### src/rtl/gray_pkg.sv
//------------------------------------------------------------------------------
// Module   : gray_pkg
// Purpose  : Shared width default and Gray-code helpers for gray_code_counter.
// Revision : 1.0 - initial release
//------------------------------------------------------------------------------
`default_nettype none

package gray_pkg;

    localparam int unsigned DEFAULT_WIDTH = 3;

    // Helpers work on 32-bit containers; callers zero-extend and truncate.
    function automatic logic [31:0] bin2gray(input logic [31:0] b);
        return b ^ (b >> 1);
    endfunction

    function automatic int unsigned popcount(input logic [31:0] v);
        int unsigned n;
        n = 0;
        for (int i = 0; i < 32; i++) begin
            n += int'(v[i]);
        end
        return n;
    endfunction

endpackage

`default_nettype wire

### src/rtl/bin2gray_comb.sv
//------------------------------------------------------------------------------
// Module   : bin2gray_comb
// Purpose  : Purely combinational binary-to-Gray encoder.
// Revision : 1.0 - initial release
//------------------------------------------------------------------------------
`default_nettype none

module bin2gray_comb
    import gray_pkg::*;
#(
    parameter int WIDTH = DEFAULT_WIDTH
) (
    input  logic [WIDTH-1:0] bin_i,
    output logic [WIDTH-1:0] gray_o
);

    assign gray_o = WIDTH'(bin2gray(32'(bin_i)));

endmodule

`default_nettype wire

### src/rtl/gray_code_counter.sv
//------------------------------------------------------------------------------
// Module   : gray_code_counter
// Purpose  : Up/down binary counter with registered Gray image and terminal
//            count. Define GRAY_CHECK_EN to add the sticky single-bit-step
//            checker driving err; otherwise err is tied low.
// Revision : 1.0 - initial release
//------------------------------------------------------------------------------
`default_nettype none

module gray_code_counter
    import gray_pkg::*;
#(
    parameter int WIDTH = DEFAULT_WIDTH
) (
    input  logic             clk,
    input  logic             rst,
    input  logic             en,
    input  logic             up,
    input  logic             load,
    input  logic [WIDTH-1:0] load_bin,
    output logic [WIDTH-1:0] bin,
    output logic [WIDTH-1:0] gray,
    output logic             tc,
    output logic             err
);

    logic [WIDTH-1:0] bin_q;
    logic [WIDTH-1:0] bin_d;
    logic [WIDTH-1:0] gray_q;
    logic [WIDTH-1:0] gray_d;
    logic             tc_q;
    logic             tc_d;
    logic             count_step;

    assign count_step = en && !load;

    always_comb begin
        bin_d = bin_q;
        if (load) begin
            bin_d = load_bin;
        end else if (en) begin
            bin_d = up ? bin_q + WIDTH'(1) : bin_q - WIDTH'(1);
        end
    end

    // Encode the next-state count so bin and gray land in the same register stage.
    bin2gray_comb #(
        .WIDTH (WIDTH)
    ) u_bin2gray (
        .bin_i  (bin_d),
        .gray_o (gray_d)
    );

    assign tc_d = up ? (bin_d == {WIDTH{1'b1}}) : (bin_d == '0);

    always_ff @(posedge clk) begin
        if (rst) begin
            bin_q  <= '0;
            gray_q <= '0;
            tc_q   <= 1'b0;
        end else begin
            bin_q  <= bin_d;
            gray_q <= gray_d;
            tc_q   <= tc_d;
        end
    end

`ifdef GRAY_CHECK_EN
    logic err_q;

    // gray_q is the previous code word; only counting edges must be single-bit steps.
    always_ff @(posedge clk) begin
        if (rst) begin
            err_q <= 1'b0;
        end else if (count_step && (popcount(32'(gray_d ^ gray_q)) != 1)) begin
            err_q <= 1'b1;
        end
    end

    assign err = err_q;
`else
    logic unused_count_step;
    assign unused_count_step = count_step;
    assign err = 1'b0;
`endif

    assign bin  = bin_q;
    assign gray = gray_q;
    assign tc   = tc_q;

endmodule

`default_nettype wire

### config.mk
export PLATFORM = sky130hd
export DESIGN_NAME = gray_code_counter
export DESIGN_NICKNAME = d
export VERILOG_FILES = /design/src/rtl/gray_pkg.sv /design/src/rtl/bin2gray_comb.sv /design/src/rtl/gray_code_counter.sv
export SDC_FILE = /design/constraint.sdc
export NUM_CORES = 1
export LEC_CHECK = 0
export ABC_AREA = 0
export ABC_CLOCK_PERIOD_IN_PS = 2300
export BUFFER_PORTS_ARGS = -buffer_cell sky130_fd_sc_hd__buf_2
export CORE_AREA = 2 2 39 41
export CTS_CLUSTER_DIAMETER = 200
export DETAILED_ROUTE_END_ITERATION = 10
export DIE_AREA = 0 0 41 43
export PLACE_DENSITY = 0.58
export SLEW_MARGIN = 0
export SYNTH_ARGS = -nofsm -noshare
export SYNTH_HDL_FRONTEND = slang
export SYNTH_SLANG_ARGS = --single-unit
### constraint.sdc
create_clock -name clk -period 2.3 [get_ports clk]
set_input_delay 0.345 -clock clk [delete_from_list [all_inputs] [get_ports clk]]
set_output_delay 0.345 -clock clk [all_outputs]
set_load 0.01 [all_outputs]
### After elaboration in Yosys (flattened, before gate mapping)

Cells that the tools add are included.

* bits in registers: 7
* input bits: 8

* add/subtract/negate cells: 2
* equality and inequality tests: 1
* mux-type cells: 4
* bitwise gates (word level): 1
* reduce and logical (&&, ||, !) cells: 1

Operator list (count)
* 3-bit two-way mux: 3
* 3-bit by 1-bit adder with 3-bit output (second input constant): 1
* 3-bit equality test (second input constant): 1
* 3-bit zero test: 1
* 3-bit by 1-bit subtractor with 3-bit output (second input constant): 1
* 3-bit by 2-bit bitwise XOR with 3-bit output: 1
* 1-bit two-way mux: 1

### Logic depth before layout (Yosys ltp)

* depth in word-level cells: 6
* depth in mapped cells: 9

### By module

A second synthesis with hierarchy kept.

* cells, all modules: 36
* area total of the unflattened synthesis: 340.3 µm²

By module, submodules not included
* gray_code_counter: instances 1, cells an instance 33, area each 315.3 µm², sequential area each 140.1 µm²
* bin2gray_comb: instances 1, cells an instance 3, area each 25.0 µm², sequential area each 0.0 µm²

### Worst setup path after synthesis

Ideal clock, no wire load.

* path kind: register to register
* start: register bin_q[0], in the netlist bin[0]
* end: register tc_q, in the netlist tc
* setup time: 0.121 ns
* data arrival time: 1.841 ns
* setup slack: 0.339 ns
* stages on the path, launching flop included: 9
* cells stage by stage: dfxtp_1 -> fa_1 -> mux2_4 -> mux2i_4 -> inv_1 -> ha_1 -> nand2_1 -> nor2_1 -> mux2_2

* cells in the longest elaborated chain, start to end: 6
* elaborated cells on any way between the ends: 8

Ends and longest elaborated chain
* start: declaration: line gray_code_counter.sv:27 `logic [WIDTH-1:0] bin_q;`
* start signal: assignment: line gray_code_counter.sv:62 `bin_q <= bin_d;`
* 3-bit by 1-bit subtractor with 3-bit output / 3-bit by 1-bit adder with 3-bit output (equally long branches): line gray_code_counter.sv:42 `bin_d = up ? bin_q + WIDTH'(1) : bin_q - WIDTH'(1);`
* 3-bit two-way mux *: line gray_code_counter.sv:42
* 3-bit two-way mux *: line gray_code_counter.sv:41 `end else if (en) begin`
* 3-bit two-way mux *: line gray_code_counter.sv:39 `if (load) begin`
* via bin_d[1]: line gray_code_counter.sv:28 `logic [WIDTH-1:0] bin_d;`
* 3-bit equality test / 3-bit zero test (equally long branches): line gray_code_counter.sv:54 `assign tc_d = up ? (bin_d == {WIDTH{1'b1}}) : (bin_d == '0);`
* 1-bit two-way mux *: line gray_code_counter.sv:54
* end signal: assignment: line gray_code_counter.sv:64 `tc_q <= tc_d;`
* end: declaration: line gray_code_counter.sv:31 `logic tc_q;`

The timed path passes the listed nets; every way through them passes the cells marked *.
A chain may end at the register's enable or synchronous reset.

### Worst setup path after layout

Same ends and word-level chain as after synthesis.

==> impl_metrics.ini <==
[outcome]
status = complete, no violations

[worst_setup_path]
r2r_start = bin[0]$_SDFF_PP0_
max_stage_delay_ns = 0.45
critPathCaptureType = register
cp-start-kind = register
slowest_stage = fa_1
crit_chain = fa_1, mux2_4, mux2i_4, inv_1, ha_1, nand2_1, nor2_1, mux2_2
worstSetupPathType = register to register
crit_arrival_ns = 2.15
r2r_setup_slack_ns = 0.29
cp_data_required_time_ns = 2.44
r2r_end = tc$_SDFF_PP0_
rr_worst_depth = 8
critPathMaxFanout = 4

[global_routing]
antenna_found_initial = 0
track_usage_pct = 9.38
grt_first_pass_wirelength_um = 959
grt_pass1_vias = 269
grt_max_degree = 8
grt_overflow = 0

[placement]
gp_congestion = 0.656
dp.final_hpwl_um = 533
portBuffers = 14
pre_cts_ws_ns = 0.0736

[cells_and_area]
fin_nets = 65
n_antenna_cell = 0
drive_gt1_share_pct = 40.4
postLayoutCoreUtil_pct = 33.2
area_growth_pct = 25.3

[die]
rows = 14
dieArea_um2 = 1760
initial_core_util_pct = 26.5
io_pins = 16
coreArea_um2 = 1380
die-width_um = 41
die_height_um = 43

[yosys]
synth.most_common_cell = dfxtp_1
syn-cell-area_um2 = 367
synthTopCellsByArea = dfxtp_1 33%, ha_1 6.8%, mux2_2 6.1%, mux2i_4 6.1%, nor3b_1 6.1%
yosysTopAreaCell = dfxtp_1
ys_async_sr_fraction_pct = 0
seq_area_frac_synth_pct = 32.8
synth_commonest_cells = 6 x dfxtp_1, 4 x nor2_1
syn_inst = 38
yosys_warnings = 0
synth.avg_cell_area_um2 = 9.65
ys_types = 17
ys_ff_latch = 6
synth_top_cell_area_share_pct = 32.8
synthFlopType = dfxtp_1
synthesis.nets = 49
synth-edff-count = 0

[timing]
grt_setup_unrepaired = no
max_freq_mhz = 496
tns_ns = 0
hold_viol_final = 0
setup_ws_ns = 0.286
report.final.slew_viol_count = 0
fin_crit_sh_pct = 87.6
setup_viol = 0
fin_crit_ns = 2.01
skew_ns = 0.00463

[clock_network]
cts_resized = 0
post_cts.repair.setup_buffers = 0
cts_htree_levels = 1
cts_tree = done
cts-root-buf = clkbuf_4
cts_buffers = 3
cts.sinks = 6
postCtsHoldBufs = 0
clockBufferDepth = 2
path_clk_slew_ns = 0.05
clkLatencyLatePin_ns = 0.25

[job]
drv_cap = 0

[worst_hold_path]
hp-start = rst
min_path_type = input pin to register
min_to = bin[2]$_SDFF_PP0_
hold_depth = 2

[routing]
drcViolationCount = 0
wirelength_um = 643
first_pass_iters = 2
drt_iter0_drc = 1
vias = 287
wl_per_cell_um = 9.46
viasPerCell = 4.22
antenna_left = 0

[power]
p_leak_nw = 0.231
p_per_area_nw_per_um2 = 655
peakVddDrop_mv = 0.156
-- power breakdown --
| group | switching (W) | internal [W] | total (W) | leakage [nW] |
|---|---|---|---|---|
| Combinational | 0.0000387 | 0.0000423 | 0.0000809 | 0.168 |
| Clock | 0.0000396 | 0.0000591 | 0.0000987 | 0.0138 |
| Sequential | 0.00000574 | 0.000115 | 0.000121 | 0.0497 |
-- how the worst max path moves through the flow --
stage / from / end / slack (ns) / cells past startpoint
2_1_floorplan: bin[0]$_SDFF_PP0_ / tc$_SDFF_PP0_ / 0.34 / 8
3_3_place_gp: up / tc$_SDFF_PP0_ / 0.13 / 10
3_5_place_dp: up / tc$_SDFF_PP0_ / 0.07 / 10
4_1_cts: bin[0]$_SDFF_PP0_ / tc$_SDFF_PP0_ / 0.25 / 8
5_1_grt: bin[0]$_SDFF_PP0_ / tc$_SDFF_PP0_ / 0.18 / 8
6_report: bin[0]$_SDFF_PP0_ / tc$_SDFF_PP0_ / 0.29 / 8
-- metrics by stage --
step | hold WS [ns] | total power (W) | std cells | area [um^2]
after global routing | 0.352 | 0.000326 | 68 | 459
after global placement | 0.605 | 0.000204 | 65 | 437
after detailed placement | 0.605 | 0.000206 | 65 | 437
final | 0.348 | 0.000301 | 68 | 459
after floorplan | 0.414 | 0.000181 | 38 | 367
after CTS | 0.340 | 0.000308 | 68 | 459
-- per-layer routing --
layer	up-vias	wire, um	global-route usage (%)
li1	149	-	-
met1	120	255	6.84
met2	14	295	14.1
met3	4	46	1.57
met4	0	45	16.0
met5	-	0	0
-- worst max-delay path, delay by kind of cell, from the launching register on --
family | cells | cell delay [ns]
muxes | 3 | 0.72
and+or+nand+nor | 2 | 0.09
buffers and inverters | 1 | 0.07
DFF | 1 | 0.39
adders and majority gates | 2 | 0.64
-- registers in the layout, indices dropped and copies added (netlist names) --
signal  flops
bin         3
gray        2
tc          1
-- cell families after synthesis --
logic type	count (synthesis)	synth area share [%]
and+or+nand+nor	12	17.4
muxes	5	19.1
DFF	6	32.8
xor gates and xnor gates	2	4.78
other	1	1.02
buffers and inverters	6	8.53
adders and majority gates	3	12.3
AOI/OAI and AO/OA	3	4.09
-- cell usage in the layout (no fill, tap or decap) --
| cell | netlist | final |
|---|---|---|
| a21oi_1 | 3 | 3 |
| mux2i_4 | 1 | 1 |
| inv_1 | 3 | 3 |
| dfxtp_1 | 6 | 6 |
| mux2_4 | 1 | 1 |
| xnor2_1 | 2 | 2 |
| ha_1 | 2 | 2 |
| mux2_2 | 2 | 2 |
| nor2b_1 | 3 | 3 |
| conb_1 | 1 | 1 |
| nor3b_1 | 3 | 3 |
| buf_2 | 0 | 14 |
| clkbuf_4 | 0 | 3 |
| nand2_1 | 2 | 2 |
| nor2_1 | 4 | 4 |
| mux2i_1 | 1 | 1 |
| fa_1 | 1 | 1 |
-- final cells by class --
cell class	instances	area (um^2)
fill	149	925
multi-input combinational	26	215
sequential	6	120
timing repair buffer	14	70.1
clock buffer	3	22.5
tap	16	20.0
inverter	3	11.3
(Power assumes the default switching activity.)
